## src/rtl/img_mem_arbiter.sv

```systemverilog
// Round-robin arbiter sharing one single-port image memory between the pixel
// engine (port 0) and the host/readout port (port 1), with a bounded ownership lock.
module img_mem_arbiter #(
  parameter int ADDR_W   = 14,
  parameter int DATA_W   = 8,
  parameter int MAX_LOCK = 8
) (
  input  logic              clk,
  input  logic              reset,
  input  logic              req0,
  input  logic              req1,
  input  logic              we0,
  input  logic              we1,
  input  logic [ADDR_W-1:0] addr0,
  input  logic [ADDR_W-1:0] addr1,
  input  logic [DATA_W-1:0] wdata0,
  input  logic [DATA_W-1:0] wdata1,
  input  logic              lock0,
  input  logic              lock1,
  output logic              gnt0,
  output logic              gnt1,
  output logic              rvalid0,
  output logic              rvalid1,
  output logic [DATA_W-1:0] rdata0,
  output logic [DATA_W-1:0] rdata1,
  output logic              mem_wr,
  output logic [ADDR_W-1:0] mem_addr,
  output logic [DATA_W-1:0] mem_wdata,
  input  logic [DATA_W-1:0] mem_rdata,
  output logic [15:0]       stall_cnt0,
  output logic [15:0]       stall_cnt1
);

  // Handshake: reqN is a valid that stays high until gntN; an access transfers
  // in the cycle where reqN and gntN are both high. gntN acts as the ready.

  logic              owner;
  logic [3:0]        lock_cnt;
  logic [15:0]       stall0_q;
  logic [15:0]       stall1_q;

  logic              both;
  logic              lock_own;
  logic              keep_owner;
  logic              any_gnt;
  logic              g_we;
  logic [ADDR_W-1:0] g_addr;
  logic [DATA_W-1:0] g_wdata;
  logic              relock;

  always_comb begin
    both       = req0 & req1;
    lock_own   = owner ? lock1 : lock0;
    keep_owner = lock_own && (int'(lock_cnt) < MAX_LOCK);
    gnt0       = 1'b0;
    gnt1       = 1'b0;
    if (!reset) begin
      if (both) begin
        // Under contention the owner keeps the memory only while its lock budget lasts.
        gnt0 = keep_owner ? ~owner : owner;
        gnt1 = keep_owner ?  owner : ~owner;
      end else begin
        gnt0 = req0;
        gnt1 = req1;
      end
    end
  end

  always_comb begin
    any_gnt = gnt0 | gnt1;
    g_we    = gnt1 ? we1    : we0;
    g_addr  = gnt1 ? addr1  : addr0;
    g_wdata = gnt1 ? wdata1 : wdata0;
    relock  = any_gnt && both && lock_own && (gnt1 == owner);
  end

  assign rdata0     = mem_rdata;
  assign rdata1     = mem_rdata;
  assign stall_cnt0 = stall0_q;
  assign stall_cnt1 = stall1_q;

  always_ff @(posedge clk) begin
    if (reset) begin
      mem_wr    <= 1'b0;
      mem_addr  <= '0;
      mem_wdata <= '0;
      rvalid0   <= 1'b0;
      rvalid1   <= 1'b0;
      owner     <= 1'b1;
      lock_cnt  <= 4'd0;
      stall0_q  <= 16'd0;
      stall1_q  <= 16'd0;
    end else begin
      mem_wr  <= any_gnt & g_we;
      rvalid0 <= gnt0 & ~we0;
      rvalid1 <= gnt1 & ~we1;
      if (any_gnt) begin
        mem_addr <= g_addr;
        owner    <= gnt1;
        if (g_we) mem_wdata <= g_wdata;
      end
      lock_cnt <= relock ? 4'(lock_cnt + 4'd1) : 4'd0;
      if (req0 && !gnt0 && stall0_q != 16'hFFFF) stall0_q <= 16'(stall0_q + 16'd1);
      if (req1 && !gnt1 && stall1_q != 16'hFFFF) stall1_q <= 16'(stall1_q + 16'd1);
    end
  end

endmodule

```

## config.mk

```make
export PLATFORM = sky130hd
export DESIGN_NAME = img_mem_arbiter
export DESIGN_NICKNAME = d
export VERILOG_FILES = /design/src/rtl/img_mem_arbiter.sv
export SDC_FILE = /design/constraint.sdc
export NUM_CORES = 1
export LEC_CHECK = 0
export ABC_AREA = 1
export CORE_ASPECT_RATIO = 0.6
export CORE_MARGIN = 8
export CORE_UTILIZATION = 44
export DETAILED_ROUTE_END_ITERATION = 12
export PLACE_DENSITY = 0.77
export SLEW_MARGIN = 20
export SYNTH_ARGS = -nofsm -noshare
export SYNTH_HDL_FRONTEND = slang
export SYNTH_SLANG_ARGS = --single-unit
```

## constraint.sdc

```tcl
create_clock -name clk -period 2.1 [get_ports clk]
set_clock_uncertainty 0.1 [all_clocks]
set_input_delay 0.525 -clock clk [delete_from_list [all_inputs] [get_ports clk]]
set_output_delay 0.525 -clock clk [all_outputs]
set_load 0.01 [all_outputs]
```

==> results of run 1 <==
==> area by class of cell <==
cell class / count / share of cell area
clock inverter: 1 / 0.000994
clock buffer: 13 / 0.0537
multi-input combinational: 378 / 0.372
inverter: 49 / 0.0365
timing repair buffer: 139 / 0.264
tap: 108 / 0.0268
sequential: 62 / 0.246
==> cell families after synthesis <==
logic type      share of synthesized area
xor+xnor                           0.0523
compound gates                     0.0882
buf+inv                             0.123
simple gates                        0.373
fa+ha+maj                          0.0107
flops                               0.353
==> registers in the layout (all words and copies together) (netlist names) <==
| register | cells |
|---|---|
| lock_cnt | 4 |
| owner | 1 |
| rvalid1 | 1 |
| rvalid0 | 1 |
| stall_cnt1 | 16 |
| mem_wr | 1 |
| mem_wdata | 8 |
| stall_cnt0 | 16 |
| mem_addr | 14 |
==> metal layers <==
| metal | share of wire | vias up |
|---|---|---|
| met5 | 0 | - |
| met4 | 0.0075 | 0 |
| met2 | 0.45 | 124 |
| met3 | 0.097 | 11 |
| li1 | - | 1871 |
| met1 | 0.44 | 1665 |
==> worst paths after layout <==
check,start,endpoint,slack [ns],depth (start not counted)
worst min register to register,lock_cnt[0]$_SDFF_PP0_,lock_cnt[0]$_SDFF_PP0_,0.35,1
worst max register to register,stall_cnt0[1]$_SDFFE_PP0P_,stall_cnt0[8]$_SDFFE_PP0P_,0.15,8
worst min-delay path,lock_cnt[0]$_SDFF_PP0_,lock_cnt[0]$_SDFF_PP0_,0.35,1
worst max-delay path,stall_cnt0[2]$_SDFFE_PP0P_,stall_cnt0[2],0.05,1
==> cell usage in the layout (no fill, tap or decap) <==
| master | n |
|---|---|
| o21a_1 | 8 |
| nand3_1 | 43 |
| clkbuf_8 | 3 |
| and2_1 | 1 |
| nor4_1 | 1 |
| inv_2 | 4 |
| o21ai_0 | 10 |
| nand4_1 | 10 |
| nor2_1 | 48 |
| xor2_1 | 13 |
| nor2_2 | 2 |
| nand4_4 | 1 |
| nand2_4 | 2 |
| nand3_4 | 2 |
| clkbuf_1 | 1 |
| inv_1 | 45 |
| dfxtp_1 | 62 |
| a31oi_1 | 1 |
| dlymetal6s2s_1 | 1 |
| nand2_2 | 6 |
| nor3_1 | 1 |
| a21boi_4 | 1 |
| nand3b_1 | 2 |
| clkbuf_16 | 9 |
| buf_12 | 1 |
| buf_6 | 2 |
| nor2_4 | 2 |
| buf_2 | 1 |
| nand2_1 | 173 |
| buf_4 | 27 |
| dlygate4sd2_1 | 4 |
| clkinv_2 | 1 |
| nand3_2 | 4 |
| xnor2_1 | 8 |
| a21oi_1 | 35 |
| ha_1 | 3 |
| clkdlybuf4s50_1 | 103 |
| nor3_2 | 1 |
==> stage by stage <==
stage               area [µm²]  total power [mW]  hold slack (ns)   util
finish                    5040              3.12            0.349  0.644
global route              5040              3.26            0.370  0.644
CTS                       5030              3.15            0.347  0.644
detailed placement        4730              1.77            0.335  0.605
global placement          4730              1.76            0.328  0.605
floorplan                 3520              1.53            0.318      -
==> where the power goes <==
part | internal [mW] | switching [mW] | total (mW)
combinational | 0.263 | 0.235 | 0.498
sequential | 1.22 | 0.0291 | 1.25
clock | 0.879 | 0.491 | 1.37
==> what timing repair did <==
item / 4_1_cts / 5_1_grt
endpoints found under the setup margin: 2 / 1
pin swaps: 1 / 0
gates resized for setup: 23 / 1
endpoints found under the hold margin: 0 / 0
setup buffers: 1 / 0
==> run metrics, run 1 <==
DP Worst Slack=-0.619 ns; Synth area leader=dfxtp_1; HP Class=reg -> reg; slowest stage delay, CP=0.61 ns; Req. time, crit path=approximately 1.5 ns; met2 Resource Use GR=0.290; worst-margin pin slew=approximately 0.39 ns; CTS tree=built; Crit. End Element=output pin; RSZ-0062 raised after global routing=false; DIE HEIGHT=roughly 85 µm; gr ovfl total=0; Die Wd=131 µm; via count=3671; TritonRoute pass-1 iters=4; Skew-Pair Late Insertion Delay=0.32 ns; Final min period=between 2 and 2.5 ns; fin. max-slew vios=0; top post-synthesis cells by count=nand2_1, dfxtp_1, nor2_1; sequential share of the synthesized area=0.353; final hold vios=0; fmax=between 400 and 500 MHz; top-area cell type share of the netlist area=0.353; Critical Path AT=between 1 and 1.5 ns; asr flop ratio synth=0; Final #Nets=702; Post-Syn Area=between 0.003 and 0.004 mm²; M3 GR Usage=0.0843; GPL Wtd Cong=0.916; worst-path fanout max=7; crit path cell chain=clkdlybuf4s50_1; buffers plus inverters on the worst setup path=1; Layout Cells excl Fill=750; Yosys warnings=0; row cnt=25; Placeable Area=0.00782 mm²; area of the multi-input gates=roughly 0.0019 mm²; crit path max-delay cell type=clkdlybuf4s50_1; gr usage total=0.183; DR WL/cell=13.8 µm; ANT nets after route=0; synth top area cells=dfxtp_1, nand2_1, nand3_1; synth unique cells=32; dpl cells=around 740; crit share post-route=0.978; # IOs=between 100 and 150; Area Growth Syn to Fin=43.1%; Antenna Cells=0; syn avg cell area=6.72 µm²; cell with the most instances after synthesis=nand2_1; post-DP HPWL=7760 µm; maxcap violations=0; global-route wire length before repair=17100 µm; status=complete, no violations; critical path class=reg -> out; Post-CTS Hold Fix Bufs=0; Most Crowded Layer GR=met2; I/O Buffers=110; starting density of the core=0.450; setup ws final=0.0464 ns; initial antenna violation count=0; largest net degree at the start of global routing=32; Syn Nets=587; routed vias/inst=4.89; delay-heaviest family, CP=buffers and inverters; Synth Flop Type=dfxtp_1; EDFF count, synth=0; PwrDens=620 mW/mm²; Total Wirelength=10300 µm; Syn Inst Count=524; worst vdd ir=0.357 mV; CTS sink count=62; leakage=2.13 nW; Max clock buf depth=2; vias in the first global route=between 3000 and 4000; Fill cells=slightly above 700; final setup fails=0; setup TNS=0 ns; TritonCTS Buffers=9; clock slew at reported path FFs=0.05 ns; DRC=0; grt met1 use=0.219; drt first-iter violations=284; clk root buf=clkbuf_16; Reg area=0.00124 mm²; Yosys reg bits=62; critical path startpoint category=flip-flop; share of cells above drive strength 1=0.107; H-tree depth=3; Worst slew margin=0.742; DIE AREA=between 0.01 and 0.015 mm²
Power figures use the tool's default switching activity.
==> run 2: changes to the inputs <==
--- a/config.mk
+++ b/config.mk
@@ -9,6 +9,7 @@
 export CORE_ASPECT_RATIO = 0.6
 export CORE_MARGIN = 8
 export CORE_UTILIZATION = 44
+export CTS_BUF_LIST = sky130_fd_sc_hd__clkbuf_16
 export DETAILED_ROUTE_END_ITERATION = 12
 export PLACE_DENSITY = 0.77
 export SLEW_MARGIN = 20
==> run 2 against run 1 <==
  * Global-route usage decreased by 0.25 points
  * Sequential share of layout area increased by 0.15 points
  * Clock power decreased by 8%
  * Wire length decreased by 1.2%
  * Fmax increased by 1.2%
  * Core utilization decreased by 0.38 points
  * Critical path depth unchanged
  * Clock-buffer cell count decreased by 4
  * Via count decreased by 0.27%
  * Critical path type unchanged
  * Critical endpoint unchanged
  * Largest cell class unchanged
==> run metrics, run 2 (synthesis gave the netlist of run 1 again) <==
post-DP HPWL=between 7000 and 8000 µm; final setup fails=0; critical path class=reg -> out; Final #Nets=around 700; worst vdd ir=~0.35 mV; Placeable Area=0.00782 mm²; CTS tree=built; row cnt=25; CTS sink count=62; Hold Path Cell Cnt=1; clock power share=0.418; Final min period=2.03 ns; DP Worst Slack=-0.619 ns; routed vias/inst=just under 5; delay-heaviest family, CP=buffers and inverters; largest net degree at the start of global routing=32; setup ws final=0.0703 ns; final hold vios=0; Hold Crit Start=lock_cnt[0]$_SDFF_PP0_; combinational group share of total power=0.165; Die Wd=131 µm; Post-CTS Hold Fix Bufs=0; via count=3661; global-route wire length before repair=around 17000 µm; clock slew at reported path FFs=0.05 ns; Crit. End Element=output pin; dpl cells=735; Layout Cells excl Fill=750; NetSw=753 µW; Req. time, crit path=1.47 ns; Reg area=approximately 0.0012 mm²; crit share post-route=0.967; crit path max-delay cell type=clkdlybuf4s50_1; starting density of the core=0.450; drt first-iter violations=294; gr usage total=0.181; area of the multi-input gates=roughly 0.0019 mm²; TritonRoute pass-1 iters=4; Antenna Cells=0; Worst slew margin=0.745; # IOs=135; worst-margin pin slew=0.380 ns; DIE HEIGHT=85.3 µm; Critical Path AT=1.40 ns; ANT nets after route=0; RSZ-0062 raised after global routing=false; GPL Wtd Cong=0.916; crit path cell chain=clkdlybuf4s50_1; Power Internal=between 2 and 2.5 mW; worst-path fanout max=7; Net Sw Frac=0.251; DIE AREA=approximately 0.011 mm²; fin. max-slew vios=0; most frequent cells in the layout=nand2_1, clkdlybuf4s50_1, dfxtp_1; Worst Hold Path EP=lock_cnt[0]$_SDFF_PP0_; leakage=between 2 and 2.5 nW; Critical R2R Launch=stall_cnt0[1]$_SDFFE_PP0P_; most common cell after layout, fill and taps aside=nand2_1; TritonCTS Buffers=9; H-tree depth=3; clk root buf=clkbuf_16; critical path startpoint category=flip-flop; R2R Path End=stall_cnt0[8]$_SDFFE_PP0P_; Skew-Pair Late Insertion Delay=around 0.32 ns; PwrDens=~600 mW/mm²; Max clock buf depth=2; gr ovfl total=0; R2R setup slack=0.22 ns; Reg power frac=0.417; buffers plus inverters on the worst setup path=1; I/O Buffers=110; slowest stage delay, CP=approximately 0.60 ns; depth of the most critical reg-to-reg path=8; status=complete, no violations; DR WL/cell=13.6 µm; fmax=a little under 500 MHz; DRC=0; vias in the first global route=between 3000 and 4000; maxcap violations=0; share of cells above drive strength 1=0.103; initial antenna violation count=0; HP Class=reg -> reg; Total Wirelength=10200 µm; Fill cells=722; Area Growth Syn to Fin=42.3%
==> run 2: metal layers <==
layer	up-vias	wire (µm)	track usage
li1	1866	-	-
met1	1673	4620	0.219
met2	114	4640	0.284
met3	8	894	0.0831
met4	0	72	0.0497
met5	-	0	0
==> run 2: what timing repair did <==
action | in CTS | in global routing
endpoints found under the hold margin | 0 | 0
pin swaps | 1 | 0
buffers inserted | 1 | 0
resized for setup | 23 | 1
endpoints found under the setup margin | 2 | 1
==> run 2: how the worst max path moves through the flow <==
| stage | start | slack, ns | cells past startpoint | to |
|---|---|---|---|---|
| after CTS | reset | 0.02 | 5 | gnt0 |
| final | stall_cnt0[2]$_SDFFE_PP0P_ | 0.07 | 1 | stall_cnt0[2] |
| after global routing | stall_cnt0[2]$_SDFFE_PP0P_ | 0.02 | 1 | stall_cnt0[2] |
| after global placement | lock1 | -0.57 | 8 | gnt1 |
| after detailed placement | lock1 | -0.62 | 8 | gnt1 |
| after floorplan | req0 | 0.15 | 7 | gnt1 |
==> run 2: area by class of cell <==
| type | count | share of cell area |
|---|---|---|
| clock buffer | 9 | 0.0450 |
| clock inverter | 5 | 0.00400 |
| inverter | 49 | 0.0367 |
| multi-input combinational | 378 | 0.374 |
| sequential | 62 | 0.248 |
| tap | 108 | 0.0270 |
| timing repair buffer | 139 | 0.265 |
==> run 2: power groups by stage <==
stage	sequential, mW	combinational, mW	clock (mW)
2_1_floorplan	1.29	0.235	0
3_3_place_gp	1.27	0.484	0
3_5_place_dp	1.28	0.492	0
4_1_cts	1.25	0.499	1.28
5_1_grt	1.26	0.543	1.34
6_report	1.25	0.497	1.26
==> run 2: stage by stage <==
stage	utilization	setup TNS, ns	hold WS [ns]	total power, mW	cell area (µm²)
final	0.640	0	0.349	3.00	5010
after global routing	0.640	0	0.370	3.14	5010
after CTS	0.640	0	0.347	3.03	5000
after detailed placement	0.605	-7.91	0.335	1.77	4730
after global placement	0.605	-5.11	0.328	1.76	4730
after floorplan	-	0	0.318	1.53	3520
==> run 3: changes to the inputs <==
==> constraint.sdc (replaced) <==
create_clock -name clk -period 2.2 [get_ports clk]
set_clock_uncertainty 0.1 [all_clocks]
set_input_delay 0.55 -clock clk [delete_from_list [all_inputs] [get_ports clk]]
set_output_delay 0.55 -clock clk [all_outputs]
set_load 0.01 [all_outputs]
==> run 3 against run 2 <==
  * Hold slack barely moved
  * Sequential power is 4% lower
  * Cell area grew 0.55%
  * Flip-flop and latch count unchanged
  * Die area stayed put
  * First-iteration DRC count is 8.8% lower
  * Register-to-register slack improved by 0.11 ns
  * Highest routed layer unchanged
==> run metrics, run 3 (synthesis gave the netlist of run 1 again) <==
Placeable Area=a little under 0.008 mm²; initial antenna violation count=0; CTS tree=built; setup ws final=0.0747 ns; Post-Route Utilization=0.644; buffers plus inverters on the worst setup path=3; dpl cells=731; combinational group share of total power=0.153; Reg power frac=0.394; DRC=0; Post-DP Area=0.00471 mm²; crit share post-route=0.966; Area Growth Syn to Fin=43.1%; Max clock buf depth=2; DIE AREA=0.0112 mm²; share of cells above drive strength 1=0.103; drt first-iter violations=between 200 and 300; Total Wirelength=10200 µm; # IOs=135; TritonCTS Buffers=9; final setup fails=0; maxcap violations=0; clock power share=0.453; most common cell after layout, fill and taps aside=nand2_1; delay-heaviest family, CP=buffers and inverters; DP Worst Slack=-0.537 ns; Crit. End Element=output pin; total power=3.04 mW; worst-margin pin slew=0.401 ns; global-route wire length before repair=16700 µm; fin. max-slew vios=0; Fill cells=698; clk root buf=clkbuf_16; Worst slew margin=0.730; Final min period=2.13 ns; leakage=between 2 and 2.5 nW; gr usage total=0.181; most frequent cells in the layout=nand2_1, clkdlybuf4s50_1, dfxtp_1; Req. time, crit path=1.55 ns; crit path cell chain=clkdlybuf4s50_1 > nor2_1 > nand2_2 > inv_1 > buf_2; vias in the first global route=3487; routed vias/inst=4.84; fin area=0.00503 mm²; critical path class=in -> out; Antenna Cells=0; final hold vios=0; Critical Path AT=1.48 ns; I/O Buffers=between 100 and 150; Net Sw Frac=0.248; row cnt=25; Die Wd=about 130 µm; status=complete, no violations; Layout Cells excl Fill=748; Skew-Pair Late Insertion Delay=0.33 ns; crit path max-delay cell type=clkdlybuf4s50_1; gr ovfl total=0; critical path startpoint category=primary input; worst-path fanout max=3; post-DP HPWL=approximately 7600 µm; largest net degree at the start of global routing=32; clock slew at reported path FFs=0.05 ns; TritonRoute pass-1 iters=4; setup TNS=0 ns; worst vdd ir=0.344 mV; RSZ-0062 raised after global routing=false; fmax=471 MHz; PwrDens=603 mW/mm²; final hold slack=~0.35 ns; Final #Nets=~700; starting density of the core=0.450; ANT nets after route=0; Post-CTS Hold Fix Bufs=0; via count=around 3600; Power Internal=2.28 mW; GPL Wtd Cong=0.895; HP Class=reg -> reg; NetSw=755 µW; DIE HEIGHT=85.3 µm; CTS sink count=62; H-tree depth=3; DR WL/cell=13.6 µm; slowest stage delay, CP=roughly 0.46 ns
run 3: cell count changes in the layout (fill, tap and decap cells not counted), sizes merged:
cell / change
buf: -4
clkinvlp: +2
dlygate4sd2: -2
bufinv: +1
clkdlybuf4s50: +1
dlymetal6s2s: +1
inv: -1
run 3: layout make-up:
type / count / area [µm²] / area share
clock buffer: 9 / 225 / 0.0447
sequential: 62 / 1240 / 0.247
clock inverter: 7 / 65.1 / 0.0129
tap: 108 / 135 / 0.0268
multi-input combinational: 378 / 1870 / 0.371
timing repair buffer: 135 / 1320 / 0.261
inverter: 49 / 184 / 0.0365
run 3: power groups by stage:
stage | clock [mW] | sequential [mW] | combinational [mW]
floorplan | 0 | 1.24 | 0.224
global placement | 0 | 1.22 | 0.456
detailed placement | 0 | 1.22 | 0.463
CTS | 1.40 | 1.20 | 0.467
global route | 1.45 | 1.20 | 0.513
finish | 1.37 | 1.20 | 0.466
run 3: path summary, 6_finish.rpt:
kind,from,to,slack [ns],depth (start not counted)
hold reg to reg,lock_cnt[0]$_SDFF_PP0_,lock_cnt[0]$_SDFF_PP0_,0.35,1
setup reg to reg,stall_cnt0[0]$_SDFFE_PP0P_,stall_cnt0[11]$_SDFFE_PP0P_,0.33,8
hold / removal,lock_cnt[0]$_SDFF_PP0_,lock_cnt[0]$_SDFF_PP0_,0.35,1
setup / recovery,reset,gnt0,0.07,5
run 3: timing repair:
item,in CTS,in global routing
pin swaps,0,3
resized for setup,18,3
endpoints found under the setup margin,2,2
endpoints found under the hold margin,0,0
setup buffers,0,1
run 3: routing by layer:
metal	routed length, µm	global-route usage	up-vias
met5	0	0	-
met4	154	0.0653	0
met3	852	0.0784	16
met2	4630	0.292	116
met1	4540	0.211	1617
li1	-	-	1868
